## config.mk

```make
export PLATFORM = sky130hd
export DESIGN_NAME = r_result_serializer
export DESIGN_NICKNAME = d
export VERILOG_FILES = /design/src/rtl/r_pkg.sv /design/src/rtl/r_result_serializer.sv
export SDC_FILE = /design/constraint.sdc
export NUM_CORES = 1
export LEC_CHECK = 0
export ABC_CLOCK_PERIOD_IN_PS = 20300
export BUFFER_PORTS_ARGS = -buffer_cell sky130_fd_sc_hd__buf_2
export CAP_MARGIN = 20
export CORE_MARGIN = 4
export CORE_UTILIZATION = 30
export DETAILED_ROUTE_END_ITERATION = 12
export HOLD_SLACK_MARGIN = 0.12
export PLACE_DENSITY_LB_ADDON = 0.08
export SLEW_MARGIN = 20
export SYNTH_ARGS = -nofsm -noshare
export SYNTH_HDL_FRONTEND = slang
export SYNTH_SLANG_ARGS = --single-unit
```

## constraint.sdc

```tcl
create_clock -name clk -period 20.3 [get_ports clk]
set_input_delay 4.06 -clock clk [delete_from_list [all_inputs] [get_ports clk]]
set_output_delay 4.06 -clock clk [all_outputs]
set_load 0.01 [all_outputs]
```

## src/rtl/r_pkg.sv

```systemverilog
// Constants and state encoding shared by the operand loader, r512 and the result serializer.
package r_pkg;

  localparam int RSA_W     = 512;
  localparam int WORD_W    = 32;
  localparam int NUM_WORDS = RSA_W / WORD_W;
  localparam int IDX_W     = $clog2(NUM_WORDS);

  typedef enum logic {
    IDLE = 1'b0,
    SEND = 1'b1
  } state_e;

endpackage

```

## src/rtl/r_result_serializer.sv

```systemverilog
// Captures a 512-bit r512 result in one cycle and streams it out as 32-bit words,
// least-significant word first, over a valid/ready handshake.
module r_result_serializer #(
  parameter int DATA_W    = r_pkg::RSA_W,
  parameter int WORD_W    = r_pkg::WORD_W,
  parameter int NUM_WORDS = DATA_W / WORD_W
) (
  input  logic                    clk,
  input  logic                    rst,
  input  logic                    load,
  input  logic [DATA_W-1:0]       din,
  output logic                    in_ready,
  output logic [WORD_W-1:0]       m,
  output logic                    m_valid,
  input  logic                    m_ready,
  output logic                    m_last,
  output logic [r_pkg::IDX_W-1:0] word_idx,
  output logic                    done
);

  localparam logic [r_pkg::IDX_W-1:0] LAST_IDX = r_pkg::IDX_W'(NUM_WORDS - 1);

  r_pkg::state_e             state_q;
  logic [DATA_W-1:0]         shreg_q;
  logic [r_pkg::IDX_W-1:0]   idx_q;
  logic                      done_q;

  // NOTE: the wide shift register is reset as well, so m reads 0 whenever idle
  // and a partial result never leaks out after a mid-result reset.
  always_ff @(posedge clk or posedge rst) begin
    if (rst) begin
      state_q <= r_pkg::IDLE;
      shreg_q <= '0;
      idx_q   <= '0;
      done_q  <= 1'b0;
    end else begin
      done_q <= 1'b0;
      case (state_q)
        r_pkg::IDLE: begin
          if (load) begin
            shreg_q <= din;
            idx_q   <= '0;
            state_q <= r_pkg::SEND;
          end
        end
        r_pkg::SEND: begin
          if (m_ready) begin
            shreg_q <= shreg_q >> WORD_W;
            if (idx_q == LAST_IDX) begin
              idx_q   <= '0;
              done_q  <= 1'b1;
              state_q <= r_pkg::IDLE;
            end else begin
              idx_q <= idx_q + 1'b1;
            end
          end
        end
        default: state_q <= r_pkg::IDLE;
      endcase
    end
  end

  // All outputs come straight from flops; the last-word flag is a compare on the index flop.
  assign in_ready = (state_q == r_pkg::IDLE);
  assign m_valid  = (state_q == r_pkg::SEND);
  assign m        = shreg_q[WORD_W-1:0];
  assign m_last   = (state_q == r_pkg::SEND) && (idx_q == LAST_IDX);
  assign word_idx = idx_q;
  assign done     = done_q;

endmodule

```

==> key figures, run 1 <==
Clock tree
  – CTS Buffer Depth: 3
  – Hold Buf Count CTS: 0
  – Num CTS Buffers: 61
  – Reg clk slew, reported paths: 60 ps
  – H-tree Lvls: 2
  – Post_cts resized: 0
  – CTS tree: done
  – Postcts setup bufs: 0
  – Clock Sinks: 518
  – Clock Latency Late Sink: 600 ps
  – Clock root buffer: clkbuf_16

Cells and area
  – Nets@finish: 3170
  – Share of layout cells above drive strength 1: roughly a quarter
  – Filler cells: roughly 8000
  – Post-layout instance count excluding filler cells: 3770
  – Final Util: 37.3%
  – P&R area growth vs syn: 23.2%
  – Design area: ~29000 µm²

Route
  – 1st-pass router iterations: 5
  – Antenna violation net count after detailed routing: 0
  – Residual DRC: 0
  – Post-DR wirelength/cell: 20.5 µm
  – Starting DRT DRC Count: 867
  – DR vias/cell: approximately 4.5
  – Total number of vias: 17148
  – Total wire length: 77300 µm

STA
  – RSZ-0062 raised after global routing: no
  – Period minus WS final: 6930 ps
  – Final setup vio count: 0
  – Final hold violation count: 0
  – Final Cycle Share: 34.1%
  – Clock skew: about 18 ps
  – Slew headroom: 26.7%
  – TNS Setup: 0 ps
  – Slew Limit Fails: 0
  – Fmax: 0.144 GHz
  – Tightest Pin Transition: approximately 1100 ps

Yosys
  – YS warnings: 0
  – Largest area contributor in the netlist: dfrtp_1
  – Cell variety after synth: 19
  – Syn Area/Cell: 10.6 µm²
  – Post-Syn Area: 23500 µm²
  – Area share of the largest cell type after synthesis: 55.3%
  – Synth area leaders: dfrtp_1, mux2i_1, nand2_1
  – FF+latch count, synth: 518
  – Synthesized Nets: 2732
  – Sequential share of the synthesized area: 55.3%
  – Syn Inst Count: 2215

Floorplan
  – DIE AREA: 82700 µm²
  – Starting Density: 30.3%
  – Ports: 556
  – Row count: 102
  – Chip Height: 288 µm
  – Core Area: 77500 µm²
  – Die W: 288 µm

Power
  – Net Sw Frac: 31.7%
  – P_leak: 0.0163 µW
  – Clock network power share: 31.9%
  – P_sw: between 1000 and 1500 µW
  – Int Pwr: 2390 µW
  – Worst VDD drop: 54.8 µV
  – Flop pwr share: a little under half
  – Logic pwr share: about 22%
  – Power density cells: between 100 and 150 nW/µm²

Setup path
  – CP arrival: 7370 ps
  – CP Max Fanout: 247
  – Worst-path cell chain: buf_2 > mux2i_4 > buf_12 > buf_16 > buf_12 > buf_4 > o21ai_0
  – Reg2Reg Depth: 6
  – R2R Setup Slk: between 10000 and 15000 ps
  – Setup crit end: shreg_q[191]
  – Critical path startpoint: m_ready
  – Crit. End Element: register
  – Worst reg2reg path startpoint: m_valid
  – CP Class: primary input to register
  – CP delay by family, top: buffers and inverters
  – CP most frequent cell: buf_12
  – Slowest CP cell: buf_4
  – Reg-to-Reg End: shreg_q[159]
  – WP data required: 20740 ps
  – Buf+Inv Stages, Crit Path: 5
  – CP Depth: 7
  – Critical path launch point type: primary input
  – Largest stage delay, worst path: 880 ps

Place
  – Inst Count DP: about 3600
  – Final HPWL from detailed placement: 56700 µm
  – Buffers added on ports: 555
  – Placed Area: ~27000 µm²
  – Placer Congestion: 0.823

Global route
  – Largest net degree at the start of global routing: 295
  – First-pass GRT wire length: 114000 µm
  – Initial antenna violation count: 50
  – Gr usage total: 18.1%
  – Vias in the first global route: about 18000
  – GRT overflow: 0

Job
  – Maximum Capacitance Violations: 0

Worst hold path
  – Hold Path Class: register to register

Status
  – Status: completed
[cell families (layout without fill, tap and decap cells)]
logic type               Yosys count  after routing  share of synthesized area, %
multiplexers                     482            482                          20.6
buffers and inverters            202            690                          4.57
AO/OA/AOI/OAI                    518            518                          11.6
adder cells (fa/ha/maj)            1              1                        0.0533
other                              0             27                             0
AND/OR/NAND/NOR                  494            494                          7.95
flip-flops                       518            518                          55.3
[through the flow]
step	hold WS (ps)	power, µW	setup slack [ps]
2_1_floorplan	449	2110	1770
6_report	472	3500	13370
4_1_cts	478	3570	13260
5_1_grt	498	3740	12950
3_5_place_dp	466	2430	12590
3_3_place_gp	461	2400	12690
[Yosys cell counts (all sizes together)]
master  number
dfrtp      518
mux2i      482
nand2      482
o21ai      482
buf        146
clkbuf      54
a22o        33
nand3        5
nor2         5
inv          2
a21oi        1
ha           1
nand2b       1
nor2b        1
o211ai       1
o31ai        1
[sequential cells by signal, summed over array words and instances, names as in the netlist]
name / count
m_valid: 1
shreg_q: 512
done: 1
word_idx: 4
[worst register-to-register path, cell delays in order, from the launching register on]
cell and delay, ps:
dfrtp_4 1070, buf_4 950, buf_4 910, buf_4 910
buf_4 910, mux2i_1 430, o21ai_0 130
[routing by layer]
| layer | wire, µm | track usage (%) | vias up |
|---|---|---|---|
| li1 | - | - | 8548 |
| met1 | 30600 | 21.6 | 8046 |
| met2 | 39800 | 32.3 | 379 |
| met3 | 5250 | 5.21 | 133 |
| met4 | 1360 | 3.79 | 42 |
| met5 | 269 | 0 | - |
[power groups by stage]
stage                     logic, µW  clock network (µW)  registers (µW)
after detailed placement        775                   0            1660
after global routing            868                1200            1670
after CTS                       775                1160            1640
after floorplan                 579                   0            1540
final                           753                1120            1630
after global placement          755                   0            1650
[cells in the final DEF (no fill, tap or decap), types with 3 or more instances in the layout]
| cell type | Yosys | final |
|---|---|---|
| a22o_1 | 33 | 33 |
| buf_12 | 0 | 5 |
| buf_16 | 0 | 3 |
| buf_2 | 97 | 555 |
| buf_4 | 47 | 11 |
| bufinv_16 | 0 | 4 |
| clkbuf_1 | 54 | 14 |
| clkbuf_16 | 0 | 63 |
| clkbuf_8 | 0 | 16 |
| clkinv_2 | 0 | 13 |
| dfrtp_1 | 518 | 517 |
| diode_2 | 0 | 27 |
| mux2i_1 | 482 | 481 |
| nand2_1 | 482 | 482 |
| nand3_1 | 5 | 5 |
| nor2_1 | 5 | 5 |
| o21ai_0 | 337 | 337 |
| o21ai_1 | 145 | 145 |
[worst min path at each step]
stage | depth (start not counted) | start | to
after CTS | 2 | shreg_q[3] | shreg_q[3]
final | 2 | shreg_q[3] | shreg_q[3]
after detailed placement | 2 | shreg_q[3] | shreg_q[3]
after global routing | 2 | shreg_q[21] | shreg_q[21]
after floorplan | 2 | shreg_q[229] | shreg_q[229]
after global placement | 2 | shreg_q[171] | shreg_q[171]
[final cells by class]
type / count / area (µm²) / share of cell area, %
clock inverters: 20 / 210 / 0.727
multi-input cells: 1495 / 9440 / 32.7
repair buffers: 575 / 3050 / 10.6
well taps: 1040 / 1300 / 4.50
diodes: 27 / 67.6 / 0.234
clock buffers: 93 / 1850 / 6.40
flip-flops and latches: 518 / 13000 / 44.9
inverters: 2 / 15.0 / 0.0519
No activity file was read; power rests on OpenSTA's default activity.
==> inputs of run 2 (changes only) <==
--- a/config.mk
+++ b/config.mk
@@ -5,7 +5,7 @@
 export SDC_FILE = /design/constraint.sdc
 export NUM_CORES = 1
 export LEC_CHECK = 0
-export ABC_CLOCK_PERIOD_IN_PS = 20300
+export ABC_CLOCK_PERIOD_IN_PS = 7150
 export BUFFER_PORTS_ARGS = -buffer_cell sky130_fd_sc_hd__buf_2
 export CAP_MARGIN = 20
 export CORE_MARGIN = 4
==> constraint.sdc (replaced) <==
create_clock -name clk -period 7.15 [get_ports clk]
set_input_delay 1.43 -clock clk [delete_from_list [all_inputs] [get_ports clk]]
set_output_delay 1.43 -clock clk [all_outputs]
set_load 0.01 [all_outputs]
==> key figures, run 2 (synthesis results as in run 1) <==
STA
  – Final WS setup: around 3600 ps
  – Clock skew: 17.1 ps
  – Slew Limit Fails: 0
  – Period minus WS final: 3560 ps
  – Tightest Pin Transition: between 1000 and 1500 ps
  – Final setup vio count: 0
  – Fmax: around 0.28 GHz
  – Final hold violation count: 0
  – RSZ-0062 raised after global routing: no
  – Final Cycle Share: 49.7%
  – Slew headroom: between 30 and 40%

Power
  – Net Sw Frac: 32.0%
  – Flop pwr share: 47.1%
  – P_leak: roughly 0.016 µW
  – Int Pwr: 6630 µW
  – P_sw: 3130 µW
  – Power density cells: 339 nW/µm²
  – Worst VDD drop: 196 µV
  – Clock network power share: ~31%
  – Logic pwr share: 22.1%

Setup path
  – Worst-path cell chain: inv_1 > nor2_1 > buf_2
  – CP arrival: 2130 ps
  – Largest stage delay, worst path: approximately 950 ps
  – CP Max Fanout: 44
  – Crit. End Element: output pin
  – Critical path launch point type: register
  – CP Class: register to output pin
  – Slowest CP cell: dfrtp_4
  – WP data required: 5720 ps
  – CP delay by family, top: flip-flops
  – Buf+Inv Stages, Crit Path: 2

Clock tree
  – CTS Buffer Depth: 3
  – Clock Latency Late Sink: 610 ps
  – CTS tree: done
  – Clock root buffer: clkbuf_16
  – Hold Buf Count CTS: 0
  – Postcts setup bufs: 0
  – Post_cts resized: 0
  – H-tree Lvls: 2
  – Reg clk slew, reported paths: 60 ps
  – Num CTS Buffers: 61
  – Clock Sinks: 518

Cells and area
  – P&R area growth vs syn: 22.8%
  – Most frequent cells in the layout: buf_2, dfrtp_1, nand2_1, mux2i_1, o21ai_0
  – Share of layout cells above drive strength 1: about a quarter
  – Max reg flops: 512
  – Reg with most FFs: shreg_q
  – Design area: 28800 µm²
  – Commonest non-fill, non-tap cell in the layout: buf_2
  – Nets@finish: ~3200

Job
  – Maximum Capacitance Violations: 0

Route
  – Antenna violation net count after detailed routing: 0
  – Post-DR wirelength/cell: 20.5 µm
  – DR vias/cell: about 4.6
  – Starting DRT DRC Count: 905
  – Total number of vias: ~17000
  – Residual DRC: 0
  – Total wire length: ~77000 µm
  – 1st-pass router iterations: 5

Floorplan
  – Ports: 556
  – DIE AREA: about 83000 µm²
  – Die W: 288 µm
  – Row count: 102
  – Chip Height: 288 µm
  – Core Area: 77500 µm²
  – Starting Density: a little under a third

Place
  – Setup WS pre-CTS: ~3400 ps
  – Placer Congestion: 0.862
  – Buffers added on ports: about 560
  – Placed Area: approximately 27000 µm²
  – Final HPWL from detailed placement: 57200 µm

Global route
  – GRT overflow: 0
  – Largest net degree at the start of global routing: 306
  – First-pass GRT wire length: 114000 µm
  – Gr usage total: 18.2%
  – Initial antenna violation count: 53
  – Vias in the first global route: 18356

Worst hold path
  – Hold Path Class: register to register

Status
  – Status: completed
[run 2: cell count changes in the layout (fill, tap and decap cells not counted), moves of 2 or more]
cell and delta:
diode_2 +9, clkbuf_8 -8, buf_16 -2, buf_12 +5, clkbuf_1 +12, buf_4 +4, clkinv_2 -6, bufinv_16 -2
[run 2: final cells by class]
class,instances,area (µm²)
fill,7994,48700
sequential,518,13000
multi-input combinational,1495,9440
timing repair buffer,581,3120
clock buffer,97,1780
tap,1040,1300
clock inverter,10,104
antenna,36,90.1
inverter,2,11.3
[run 2: power by group through the flow]
| stage | Sequential (µW) | Clock (µW) | Combinational [µW] |
|---|---|---|---|
| after detailed placement | 4680 | 0 | 2230 |
| after global routing | 4730 | 3230 | 2490 |
| after global placement | 4660 | 0 | 2180 |
| final | 4600 | 3000 | 2160 |
| after CTS | 4630 | 3120 | 2230 |
| after floorplan | 4360 | 0 | 1640 |
[run 2: final timing paths]
kind                       slack, ps  cells after the start            to        start
min reg2reg                      470                      2   shreg_q[25]  shreg_q[25]
min                              470                      2   shreg_q[25]  shreg_q[25]
max in group asynchronous       4680                      4       m_valid          rst
min in group asynchronous        970                      2  shreg_q[182]          rst
max reg2reg                     3700                      4  shreg_q[136]      m_valid
max                             3590                      3        m_last      m_valid
[run 2: worst min-delay path, cell delays in order, from the launching register on]
cell and delay, ps:
dfrtp_1 330, nand2_1 40, o21ai_0 60
[run 2: through the flow]
step | std cells | hold slack [ps] | utilization [%] | total power, µW | setup TNS (ps)
4_1_cts | 3742 | 479 | 37.0 | 9980 | 0
6_report | 3779 | 473 | 37.2 | 9760 | 0
5_1_grt | 3761 | 498 | 37.1 | 10400 | 0
3_5_place_dp | 3635 | 466 | 34.6 | 6910 | 0
2_1_floorplan | 2215 | 449 | - | 6010 | -681820
3_3_place_gp | 3635 | 460 | 34.6 | 6840 | 0
[run 2: metal layers]
layer,global-route usage [%],wire length [µm],vias up
li1,-,-,8564
met3,5.59,5540,137
met5,0,264,-
met2,31.7,39100,392
met4,5.39,1970,38
met1,21.4,30600,8127
